===== config.mk =====
export PLATFORM = sky130hd
export DESIGN_NAME = sc_bus_arb_flat
export DESIGN_NICKNAME = d
export VERILOG_FILES = /design/src/rtl/sc_bus_arb_if.sv /design/src/rtl/sc_bus_arb.sv /design/src/flat_wrapper.sv
export SDC_FILE = /design/constraint.sdc
export NUM_CORES = 1
export LEC_CHECK = 0
export CORE_ASPECT_RATIO = 2
export CORE_MARGIN = 8
export CORE_UTILIZATION = 41
export DETAILED_ROUTE_END_ITERATION = 10
export PLACE_DENSITY = 0.93
export SKIP_CTS_REPAIR_TIMING = 1
export SLEW_MARGIN = 15
export SYNTH_ARGS = -nofsm -noshare
export SYNTH_HDL_FRONTEND = slang
export SYNTH_SLANG_ARGS = --single-unit

===== constraint.sdc =====
create_clock -name clk_i -period 6 [get_ports clk_i]
set_input_delay 0.9 -clock clk_i [delete_from_list [all_inputs] [get_ports clk_i]]
set_output_delay 0.9 -clock clk_i [all_outputs]
set_load 0.05 [all_outputs]

===== src/rtl/sc_bus_arb_if.sv =====
// Signal bundle between the two masters, the arbiter and the downstream sc_bus.
// A master raises *_req_i with stable fields and holds them until its one-cycle *_ack_o;
// keeping req high through the ack cycle is a new request, arbitrated in the next idle cycle.
interface sc_bus_arb_if;
  logic        m0_req_i;
  logic        m1_req_i;
  logic [31:0] m0_addr_i;
  logic [31:0] m1_addr_i;
  logic [31:0] m0_wdata_i;
  logic [31:0] m1_wdata_i;
  logic [3:0]  m0_be_i;
  logic [3:0]  m1_be_i;
  logic        m0_we_i;
  logic        m1_we_i;
  logic        m0_gnt_o;
  logic        m1_gnt_o;
  logic        m0_ack_o;
  logic        m1_ack_o;
  logic [31:0] m0_rdata_o;
  logic [31:0] m1_rdata_o;
  logic [31:0] addr_o;
  logic [31:0] wdata_o;
  logic        be0_o;
  logic        be1_o;
  logic        be2_o;
  logic        be3_o;
  logic        we_o;
  logic [31:0] rdata_i;
  logic        busy_o;

  modport slave (
    input  m0_req_i, m1_req_i, m0_addr_i, m1_addr_i, m0_wdata_i, m1_wdata_i,
    input  m0_be_i, m1_be_i, m0_we_i, m1_we_i, rdata_i,
    output m0_gnt_o, m1_gnt_o, m0_ack_o, m1_ack_o, m0_rdata_o, m1_rdata_o,
    output addr_o, wdata_o, be0_o, be1_o, be2_o, be3_o, we_o, busy_o
  );

  modport master (
    output m0_req_i, m1_req_i, m0_addr_i, m1_addr_i, m0_wdata_i, m1_wdata_i,
    output m0_be_i, m1_be_i, m0_we_i, m1_we_i, rdata_i,
    input  m0_gnt_o, m1_gnt_o, m0_ack_o, m1_ack_o, m0_rdata_o, m1_rdata_o,
    input  addr_o, wdata_o, be0_o, be1_o, be2_o, be3_o, we_o, busy_o
  );
endinterface


===== src/rtl/sc_bus_arb.sv =====
// Round-robin two-master arbiter for sc_bus: latches the winner's access, holds it for
// WAIT_CYCLES bus cycles (legal 1..15), then returns the captured read data with a one-cycle ack.
module sc_bus_arb #(
  parameter int unsigned WAIT_CYCLES = 1
) (
  input  logic          clk_i,
  input  logic          rst_i,
  sc_bus_arb_if.slave   bus,
  output logic [1:0]    dbg_state_o
);

  typedef enum logic [1:0] {
    ST_IDLE   = 2'd0,
    ST_ACCESS = 2'd1,
    ST_ACK    = 2'd2
  } state_e;

  localparam logic [3:0] CNT_INIT = 4'(WAIT_CYCLES - 1);

  state_e      state_q, state_d;
  logic        last_q, last_d;
  logic        sel_q, sel_d;
  logic [3:0]  cnt_q, cnt_d;
  logic        first_q, first_d;
  logic [31:0] addr_q, addr_d;
  logic [31:0] wdata_q, wdata_d;
  logic [3:0]  be_q, be_d;
  logic        we_q, we_d;
  logic [31:0] rdata_q, rdata_d;

  logic        any_req;
  logic        winner;

  always_ff @(posedge clk_i or posedge rst_i) begin
    if (rst_i) begin
      state_q <= ST_IDLE;
      last_q  <= 1'b1;
      sel_q   <= 1'b0;
      cnt_q   <= 4'd0;
      first_q <= 1'b0;
      addr_q  <= 32'd0;
      wdata_q <= 32'd0;
      be_q    <= 4'd0;
      we_q    <= 1'b0;
      rdata_q <= 32'd0;
    end else begin
      state_q <= state_d;
      last_q  <= last_d;
      sel_q   <= sel_d;
      cnt_q   <= cnt_d;
      first_q <= first_d;
      addr_q  <= addr_d;
      wdata_q <= wdata_d;
      be_q    <= be_d;
      we_q    <= we_d;
      rdata_q <= rdata_d;
    end
  end

  // Under contention the master that was not served last wins.
  assign any_req = bus.m0_req_i | bus.m1_req_i;
  assign winner  = (bus.m0_req_i & bus.m1_req_i) ? ~last_q : bus.m1_req_i;

  always_comb begin
    state_d = state_q;
    last_d  = last_q;
    sel_d   = sel_q;
    cnt_d   = cnt_q;
    first_d = first_q;
    addr_d  = addr_q;
    wdata_d = wdata_q;
    be_d    = be_q;
    we_d    = we_q;
    rdata_d = rdata_q;
    case (state_q)
      ST_IDLE: begin
        if (any_req) begin
          sel_d   = winner;
          last_d  = winner;
          cnt_d   = CNT_INIT;
          first_d = 1'b1;
          addr_d  = winner ? bus.m1_addr_i  : bus.m0_addr_i;
          wdata_d = winner ? bus.m1_wdata_i : bus.m0_wdata_i;
          be_d    = winner ? bus.m1_be_i    : bus.m0_be_i;
          we_d    = winner ? bus.m1_we_i    : bus.m0_we_i;
          state_d = ST_ACCESS;
        end
      end
      ST_ACCESS: begin
        first_d = 1'b0;
        if (cnt_q == 4'd0) begin
          // Writes capture as well; the value is simply unused by the writer.
          rdata_d = bus.rdata_i;
          state_d = ST_ACK;
        end else begin
          cnt_d = cnt_q - 4'd1;
        end
      end
      ST_ACK: begin
        state_d = ST_IDLE;
      end
      default: begin
        state_d = ST_IDLE;
      end
    endcase
  end

  // Every output is a decode of registered state; nothing flows through from req or rdata_i.
  assign bus.busy_o     = (state_q != ST_IDLE);
  assign bus.m0_gnt_o   = (state_q != ST_IDLE) & ~sel_q;
  assign bus.m1_gnt_o   = (state_q != ST_IDLE) &  sel_q;
  assign bus.m0_ack_o   = (state_q == ST_ACK)  & ~sel_q;
  assign bus.m1_ack_o   = (state_q == ST_ACK)  &  sel_q;
  assign bus.we_o       = (state_q == ST_ACCESS) & first_q & we_q;
  assign bus.addr_o     = addr_q;
  assign bus.wdata_o    = wdata_q;
  assign bus.be0_o      = be_q[0];
  assign bus.be1_o      = be_q[1];
  assign bus.be2_o      = be_q[2];
  assign bus.be3_o      = be_q[3];
  assign bus.m0_rdata_o = rdata_q;
  assign bus.m1_rdata_o = rdata_q;
  assign dbg_state_o    = state_q;

endmodule

===== src/flat_wrapper.sv =====
// flat-port wrapper written by rule: the top's interface ports become plain ports
module sc_bus_arb_flat 
#(
  parameter int unsigned WAIT_CYCLES = 1
)
  (clk_i, rst_i, dbg_state_o, bus_m0_req_i, bus_m1_req_i, bus_m0_addr_i, bus_m1_addr_i, bus_m0_wdata_i, bus_m1_wdata_i, bus_m0_be_i, bus_m1_be_i, bus_m0_we_i, bus_m1_we_i, bus_rdata_i, bus_m0_gnt_o, bus_m1_gnt_o, bus_m0_ack_o, bus_m1_ack_o, bus_m0_rdata_o, bus_m1_rdata_o, bus_addr_o, bus_wdata_o, bus_be0_o, bus_be1_o, bus_be2_o, bus_be3_o, bus_we_o, bus_busy_o);
  sc_bus_arb_if bus_i ();
  input  logic clk_i;
  input  logic rst_i;
  output logic [1:0] dbg_state_o;
  input wire logic [$bits(bus_i.m0_req_i)-1:0] bus_m0_req_i;
  input wire logic [$bits(bus_i.m1_req_i)-1:0] bus_m1_req_i;
  input wire logic [$bits(bus_i.m0_addr_i)-1:0] bus_m0_addr_i;
  input wire logic [$bits(bus_i.m1_addr_i)-1:0] bus_m1_addr_i;
  input wire logic [$bits(bus_i.m0_wdata_i)-1:0] bus_m0_wdata_i;
  input wire logic [$bits(bus_i.m1_wdata_i)-1:0] bus_m1_wdata_i;
  input wire logic [$bits(bus_i.m0_be_i)-1:0] bus_m0_be_i;
  input wire logic [$bits(bus_i.m1_be_i)-1:0] bus_m1_be_i;
  input wire logic [$bits(bus_i.m0_we_i)-1:0] bus_m0_we_i;
  input wire logic [$bits(bus_i.m1_we_i)-1:0] bus_m1_we_i;
  input wire logic [$bits(bus_i.rdata_i)-1:0] bus_rdata_i;
  output wire logic [$bits(bus_i.m0_gnt_o)-1:0] bus_m0_gnt_o;
  output wire logic [$bits(bus_i.m1_gnt_o)-1:0] bus_m1_gnt_o;
  output wire logic [$bits(bus_i.m0_ack_o)-1:0] bus_m0_ack_o;
  output wire logic [$bits(bus_i.m1_ack_o)-1:0] bus_m1_ack_o;
  output wire logic [$bits(bus_i.m0_rdata_o)-1:0] bus_m0_rdata_o;
  output wire logic [$bits(bus_i.m1_rdata_o)-1:0] bus_m1_rdata_o;
  output wire logic [$bits(bus_i.addr_o)-1:0] bus_addr_o;
  output wire logic [$bits(bus_i.wdata_o)-1:0] bus_wdata_o;
  output wire logic [$bits(bus_i.be0_o)-1:0] bus_be0_o;
  output wire logic [$bits(bus_i.be1_o)-1:0] bus_be1_o;
  output wire logic [$bits(bus_i.be2_o)-1:0] bus_be2_o;
  output wire logic [$bits(bus_i.be3_o)-1:0] bus_be3_o;
  output wire logic [$bits(bus_i.we_o)-1:0] bus_we_o;
  output wire logic [$bits(bus_i.busy_o)-1:0] bus_busy_o;
  assign bus_i.m0_req_i = bus_m0_req_i;
  assign bus_i.m1_req_i = bus_m1_req_i;
  assign bus_i.m0_addr_i = bus_m0_addr_i;
  assign bus_i.m1_addr_i = bus_m1_addr_i;
  assign bus_i.m0_wdata_i = bus_m0_wdata_i;
  assign bus_i.m1_wdata_i = bus_m1_wdata_i;
  assign bus_i.m0_be_i = bus_m0_be_i;
  assign bus_i.m1_be_i = bus_m1_be_i;
  assign bus_i.m0_we_i = bus_m0_we_i;
  assign bus_i.m1_we_i = bus_m1_we_i;
  assign bus_i.rdata_i = bus_rdata_i;
  assign bus_m0_gnt_o = bus_i.m0_gnt_o;
  assign bus_m1_gnt_o = bus_i.m1_gnt_o;
  assign bus_m0_ack_o = bus_i.m0_ack_o;
  assign bus_m1_ack_o = bus_i.m1_ack_o;
  assign bus_m0_rdata_o = bus_i.m0_rdata_o;
  assign bus_m1_rdata_o = bus_i.m1_rdata_o;
  assign bus_addr_o = bus_i.addr_o;
  assign bus_wdata_o = bus_i.wdata_o;
  assign bus_be0_o = bus_i.be0_o;
  assign bus_be1_o = bus_i.be1_o;
  assign bus_be2_o = bus_i.be2_o;
  assign bus_be3_o = bus_i.be3_o;
  assign bus_we_o = bus_i.we_o;
  assign bus_busy_o = bus_i.busy_o;
  sc_bus_arb #(.WAIT_CYCLES(WAIT_CYCLES)) u_core (.clk_i(clk_i), .rst_i(rst_i), .bus(bus_i), .dbg_state_o(dbg_state_o));
endmodule

# == After elaboration in Yosys (flattened, before gate mapping) ==
# Index checks and enable logic that the tools add are counted.
# classes
muxes,13
bitwise_logic,10
n_eq_ne,5
add_sub_neg,1
reduce_logical,9
# op_table
op,count
32-bit two-way mux,2
4-bit two-way mux,3
4-bit case mux with 2 select lines,1
2-bit AND reduction,4
1-bit AND,7
4-bit zero test,1
2-bit two-way mux,2
"2-bit by 1-bit != test with 1-bit output, second input constant",2
2-bit case mux with 2 select lines,1
2-bit nonzero test,2
"4-bit by 1-bit subtractor with 4-bit output, second input constant",1
1-bit two-way mux,3
3-bit AND reduction,1
"2-bit by 1-bit == test with 1-bit output, second input constant",1
"2-bit == test, second input constant",1
2-bit zero test,1
"2-bit != test, second input constant",1
1-bit inverter,2
1-bit case mux with 2 select lines,1
1-bit bitwise OR,1
# totals
inputBits,174
out_inout_bits,140
register_bits,110
word_cells,48

# == Logic depth before layout (Yosys ltp) ==
# Gate-level depths: netlist of run 1.
# depth
word_depth,3
ltp_mapped,7
mapped_depth_nobuf,5

# == Worst setup path before layout of run 1 ==
# Ideal clock, no wire load.
# synth_timing
path_kind,register -> output
from,"register u_core.state_q[1], in the netlist u_core.dbg_state_o[1]"
to,output bus_m1_ack_o
stages_incl_launch_ff,3
arrival_time_ns,2.020
slack_ns,3.080
n_path_buf,0
required_ns,5.100
cell_sequence,dfrtp_1 > inv_1 > nor3b_1
# synth_via
elab_chain_len,2
# synth_lines
item,line,source
start: declaration,sc_bus_arb.sv:20,"state_e state_q, state_d;"
start signal: assignment,sc_bus_arb.sv:47,state_q <= state_d;
2-bit == test,sc_bus_arb.sv:113,assign bus.m1_ack_o = (state_q == ST_ACK) & sel_q;
1-bit AND,sc_bus_arb.sv:113,
end: declaration,flat_wrapper.sv:25,output wire logic [$bits(bus_i.m1_ack_o)-1:0] bus_m1_ack_o;
# No other way between the ends.

# == Worst setup path after layout of run 1 ==
# layout_timing
from,input bus_m0_req_i
to,register u_core.sel_q
# layout_via
elab_chain_len,2
elab_cells_between_ends,4
classes_between,1 x mux; 2 x bitwise; 1 x reduce/logical
# layout_lines
item,line,source
start: declaration,flat_wrapper.sv:11,input wire logic [$bits(bus_i.m0_req_i)-1:0] bus_m0_req_i;
1-bit AND or 1-bit bitwise OR (tied branches),"sc_bus_arb.sv:62, sc_bus_arb.sv:61",
1-bit two-way mux or 2-bit AND reduction (tied branches),n/a,
end signal: assignment,sc_bus_arb.sv:49,sel_q <= sel_d;
end: declaration,sc_bus_arb.sv:22,"logic sel_q, sel_d;"
# Several ways; a longest one is shown, not always the timed one.
# A chain may end at the register's enable or synchronous reset.

==> results_dict.tcl, run 1 <==
set metrics [dict create \
    yosys_warnings 0 \
    clock_sinks 110 \
    period_needed_ns 3.37 \
    synth_seq_cells 110 \
    stdcell_area_um2 8560 \
    grt-ovfl-total 0 \
    die_y_um 177 \
    fp.dieW_um 96.4 \
    tns_ns 0 \
    power.density_nw_per_um2 685 \
    cp-end-kind "flop" \
    place_area_um2 8230 \
    synthTopCellsByArea "dfrtp_1, nand2_1, a31oi_1" \
    ioPinCount 314 \
    finalNetCount 967 \
    drt-pass1-iter-count 5 \
    vias_per_cell 5.44 \
    synth.largest_area_cell "dfrtp_1" \
    first_global_vias 5526 \
    dpl.cell_count 932 \
    startpoint_type "input pin" \
    gp_congestion 0.828 \
    drive_gt1_frac 0.0565 \
    stdcell_count 948 \
    worstMarginPinSlew_ns 0.924 \
    clock_skew_ns 0.00898 \
    final_max_slew_viol_count 0 \
    synth_cells 535 \
    slew_headroom 0.384 \
    num_rows 59 \
    dieArea_um2 17000 \
    grt_start_max_net_pins 73 \
    path_clk_slew_ns 0.07 \
    synth_area_per_cell_um2 9.91 \
    crit_fanout 72 \
    cp.required_ns 6.22 \
    routedWlPerCell_um 20.7 \
    cts_tree "built" \
    clockRootBuffer "clkbuf_16" \
    vdd_drop_max_uv 521 \
    yosysUniqueCellTypes 38 \
    path_class "input pin to flop" \
    fmax_mhz 297 \
    yosysMostFrequentCell "nand2_1" \
    grt_use_total 0.227 \
    outcome "finished, final reports clean" \
    n_antenna_cell 0 \
    hold_path.class "flop to flop" \
    synth_top_area_frac 0.515 \
    coreArea_um2 12800 \
    drc 0 \
    setup_viol 0 \
    final_hold_viol_count 0 \
    place.port_buffers 313 \
    htreeDepth 3 \
    antenna_found_initial 1 \
    min_period_over_period 0.562 \
    area_growth_pct 61.6 \
    synth-edff-count 0 \
    cts_made_buffers 9 \
    initial_utilization 0.413 \
    clk_path_buf_depth 2 \
    ys_seq_area_frac 0.520 \
    ys_top_cells_by_count "nand2_1, dfrtp_1, a21oi_1, a31oi_1, buf_4" \
    ant_nets 0 \
    synthArstFlopShare 1.00 \
    grt_pass1_wl_um 30000 \
    netlist_area_um2 5300 \
    maxCapViolCount 0 \
    p_leak_nw 3.47 \
    vias 5161 \
    drt-initial-drc-count 257 \
    insertion_delay_ns 0.34 \
    rsz0062_at_grt "false" \
    synth_fp_nets 711 \
    drt-total-wl_um 19600 \
    cp_data_arrival_time_ns 3.59 \
    ys.flop_type "dfrtp_1" \
    dp.final_hpwl_um 15400 \
]
-- state kept, by name, indices dropped and copies added, names as in the netlist --
| signal | cells |
|---|---|
| u_core.bus.m0_rdata_o | 32 |
| u_core.cnt_q | 4 |
| u_core.sel_q | 1 |
| u_core.we_q | 1 |
| u_core.first_q | 1 |
| u_core.last_q | 1 |
| u_core.bus.addr_o | 32 |
| u_core.be_q | 4 |
| u_core.bus.wdata_o | 32 |
| u_core.dbg_state_o | 2 |
-- critical path, cell delays in order --
cell and delay (ns):
clkdlybuf4s50_1 0.57, or2_2 0.14, buf_4 0.59, and2_4 0.88, mux2_2 0.41
-- kinds of logic after synthesis --
| family | count (synthesis) | synth area share |
|---|---|---|
| muxes | 34 | 0.0722 |
| and+or+nand+nor | 160 | 0.124 |
| buffers and inverters | 81 | 0.0897 |
| adders and majority gates | 2 | 0.00472 |
| DFF | 110 | 0.520 |
| AOI/OAI and AO/OA | 148 | 0.190 |
-- report_power, final --
group	switching (mW)	leakage (nW)	internal, mW	total, mW
registers	0.288	1.25	1.13	1.41
clock network	0.268	0.161	0.382	0.650
logic	2.53	2.06	1.27	3.80
total	3.09	3.47	2.77	5.86
-- stage by stage --
stage          power [mW]  setup slack (ns)  utilization  hold slack, ns
2_1_floorplan        4.02              2.20            -           0.454
3_3_place_gp         5.14              2.41        0.641           0.473
3_5_place_dp         5.25              2.33        0.641           0.504
4_1_cts              5.90              2.70        0.667           0.520
5_1_grt              6.13              2.53        0.667           0.538
6_report             5.86              2.63        0.667           0.518
-- final timing paths --
| path | startpoint | to | slack [ns] | depth (start not counted) |
|---|---|---|---|---|
| min in group asynchronous | rst_i | u_core.bus.wdata_o[26]$_DFFE_PP0P_ | 0.99 | 2 |
| worst min-delay path | u_core.bus.m0_rdata_o[13]$_DFFE_PP0P_ | u_core.bus.m0_rdata_o[13]$_DFFE_PP0P_ | 0.52 | 1 |
| worst min register to register | u_core.bus.m0_rdata_o[13]$_DFFE_PP0P_ | u_core.bus.m0_rdata_o[13]$_DFFE_PP0P_ | 0.52 | 1 |
| worst max register to register | u_core.dbg_state_o[0]$_DFFE_PP0P_ | u_core.sel_q$_DFFE_PP0P_ | 2.89 | 4 |
| max in group asynchronous | rst_i | u_core.cnt_q[0]$_DFFE_PP0P_ | 3.80 | 3 |
| worst max-delay path | bus_m0_req_i | u_core.sel_q$_DFFE_PP0P_ | 2.63 | 5 |
-- cells in the final DEF, fill, tap and decap left out, drive strengths merged, types with 2 or more instances in the layout --
cell           synthesis  routed
buf                   47       6
bufinv                 0       2
nor2b                  2       2
a31oi                 69      69
nor2                   3       3
and2                   2       2
nor3                   3       3
dfrtp                109     109
clkdlybuf4s50          0     313
ha                     2       2
inv                    7      10
clkbuf                27      11
o21ai                  2       2
a21oi                 70      70
nor3b                  2       2
mux2                  34      34
or3                    2       2
and3                   2       2
nand2                139     139
-- final cells by class --
cell class | count | area [µm²]
timing repair buffer | 319 | 3180
clock buffer | 11 | 243
tap | 152 | 190
clock inverter | 5 | 86.3
inverter | 7 | 28.8
fill | 966 | 4280
sequential | 110 | 2750
multi-input combinational | 344 | 2080
-- per-layer routing --
metal  up-vias  global-route usage  routed length (µm)
met5         -                   0                  10
met4         2              0.0966                 683
met3        39               0.109                3070
met2       371               0.364                9160
met1      2420               0.248                6710
li1       2329                   -                   -
Power figures use the tool's default switching activity.
==> run 2: changes to the inputs <==
--- a/config.mk
+++ b/config.mk
@@ -7,9 +7,9 @@
 export LEC_CHECK = 0
 export CORE_ASPECT_RATIO = 2
 export CORE_MARGIN = 8
-export CORE_UTILIZATION = 41
+export CORE_UTILIZATION = 38
 export DETAILED_ROUTE_END_ITERATION = 10
-export PLACE_DENSITY = 0.93
+export PLACE_DENSITY = 0.87
 export SKIP_CTS_REPAIR_TIMING = 1
 export SLEW_MARGIN = 15
 export SYNTH_ARGS = -nofsm -noshare
==> constraint.sdc (replaced) <==
create_clock -name clk_i -period 3.25 [get_ports clk_i]
set_input_delay 0.4875 -clock clk_i [delete_from_list [all_inputs] [get_ports clk_i]]
set_output_delay 0.4875 -clock clk_i [all_outputs]
set_load 0.05 [all_outputs]
==> results_dict.tcl, run 2 (same netlist as run 1, synthesis figures left out) <==
set metrics [dict create \
    outcome "finished, final reports clean" \
    cp.required_ns 2.76 \
    tns_ns 0 \
    gp_congestion 0.805 \
    drt-pass1-iter-count 5 \
    grt-ovfl-total 0 \
    power_frac_seq 0.239 \
    grt_start_max_net_pins 71 \
    crit_fanout 12 \
    p_int_mw 5.05 \
    power.density_nw_per_um2 1250 \
    insertion_delay_ns 0.34 \
    power_mw 10.7 \
    period_needed_ns 2.68 \
    final_hold_viol_count 0 \
    clk_path_buf_depth 2 \
    path_class "flop to output pin" \
    clock_skew_ns 0.0101 \
    startpoint_type "flop" \
    vias 4997 \
    cts_tree "built" \
    drt-initial-drc-count 176 \
    dieArea_um2 18200 \
    fmax_mhz 373 \
    drive_gt1_frac 0.0625 \
    cp-end-kind "output pin" \
    comb_power_share 0.658 \
    hold_path.class "flop to flop" \
    die_y_um 183 \
    p_leak_nw 3.49 \
    slew_headroom 0.402 \
    htreeDepth 3 \
    p_switching_mw 5.69 \
    grt_pass1_wl_um 30100 \
    clockRootBuffer "clkbuf_16" \
    p_clk_frac 0.102 \
    n_antenna_cell 0 \
    dpl.cell_count 941 \
    drt-total-wl_um 19400 \
    coreArea_um2 13700 \
    routedWlPerCell_um 20.3 \
    place_area_um2 8320 \
    place.port_buffers 313 \
    cp_data_arrival_time_ns 2.19 \
    final_common_cell "clkdlybuf4s50_1" \
    maxCapViolCount 0 \
    switching_share 0.530 \
    vias_per_cell 5.22 \
    area_growth_pct 62.7 \
    post-route-util 0.628 \
    final_cell_mix "clkdlybuf4s50_1, nand2_1, dfrtp_1" \
    drc 0 \
    first_global_vias 5360 \
    fp.dieW_um 99.5 \
    dp.final_hpwl_um 15300 \
    finalNetCount 971 \
    cts_made_buffers 9 \
    rsz0062_at_grt "false" \
    path_clk_slew_ns 0.07 \
    antenna_found_initial 0 \
    stdcell_area_um2 8630 \
    initial_utilization 0.386 \
    setup_viol 0 \
    ant_nets 0 \
    final_max_slew_viol_count 0 \
    min_period_over_period 0.824 \
    clock_sinks 110 \
    stdcell_count 957 \
    worstMarginPinSlew_ns 0.896 \
    num_rows 61 \
    ioPinCount 314 \
    grt_use_total 0.211 \
    vdd_drop_max_uv 616 \
]
==> run 2: cell count changes in the layout (fill, tap and decap cells not counted) <==
cell	change
inv_4	-1
clkbuf_1	-1
buf_12	+4
clkinv_4	+2
clkinvlp_4	+1
clkbuf_8	+2
inv_8	+1
bufinv_16	-2
inv_6	-2
==> run 2: stage by stage <==
| stage | setup WS [ns] | hold slack [ns] |
|---|---|---|
| 3_5_place_dp | 0.702 | 0.487 |
| 3_3_place_gp | 0.829 | 0.478 |
| 4_1_cts | 0.562 | 0.504 |
| 5_1_grt | 0.456 | 0.522 |
| 6_report | 0.572 | 0.504 |
| 2_1_floorplan | 0.742 | 0.454 |
==> run 2: final timing paths <==
path | slack (ns) | cells after the start | end | start
hold reg to reg | 0.50 | 2 | u_core.first_q$_DFFE_PP0P_ | u_core.first_q$_DFFE_PP0P_
min in group asynchronous | 0.67 | 2 | u_core.bus.wdata_o[30]$_DFFE_PP0P_ | rst_i
setup reg to reg | 0.92 | 5 | u_core.bus.addr_o[5]$_DFFE_PP0P_ | u_core.dbg_state_o[0]$_DFFE_PP0P_
max in group asynchronous | 1.79 | 3 | u_core.bus.addr_o[13]$_DFFE_PP0P_ | rst_i
setup / recovery | 0.57 | 3 | bus_we_o | u_core.dbg_state_o[0]$_DFFE_PP0P_
hold / removal | 0.50 | 2 | u_core.first_q$_DFFE_PP0P_ | u_core.first_q$_DFFE_PP0P_
==> run 2: worst max-delay path: stages (launching register included) <==
cell and delay [ns]:
dfrtp_1 0.59, and2b_1 0.22, and3_1 0.21, clkdlybuf4s50_1 0.82
==> run 2: power groups by stage <==
| stage | combinational (mW) | sequential, mW | clock [mW] |
|---|---|---|---|
| after floorplan | 2.70 | 4.72 | 0 |
| after global placement | 7.04 | 2.55 | 0 |
| after detailed placement | 7.13 | 2.59 | 0 |
| after CTS | 7.14 | 2.58 | 1.13 |
| after global routing | 7.41 | 2.66 | 1.19 |
| final | 7.07 | 2.57 | 1.10 |
==> run 2: cell type report <==
| cell class | count | area, µm² |
|---|---|---|
| clock inverter | 4 | 37.5 |
| sequential | 110 | 2750 |
| inverter | 7 | 30.0 |
| multi-input combinational | 344 | 2080 |
| timing repair buffer | 323 | 3260 |
| clock buffer | 12 | 267 |
| fill | 1069 | 5110 |
| tap | 157 | 196 |
==> run 2: per-layer routing <==
| layer | share of wire | global-route usage | vias to the layer above |
|---|---|---|---|
| met5 | 0 | 0 | - |
| met4 | 0.027 | 0.0842 | 0 |
| met3 | 0.13 | 0.105 | 20 |
| met2 | 0.46 | 0.335 | 330 |
| met1 | 0.38 | 0.236 | 2311 |
| li1 | - | - | 2336 |
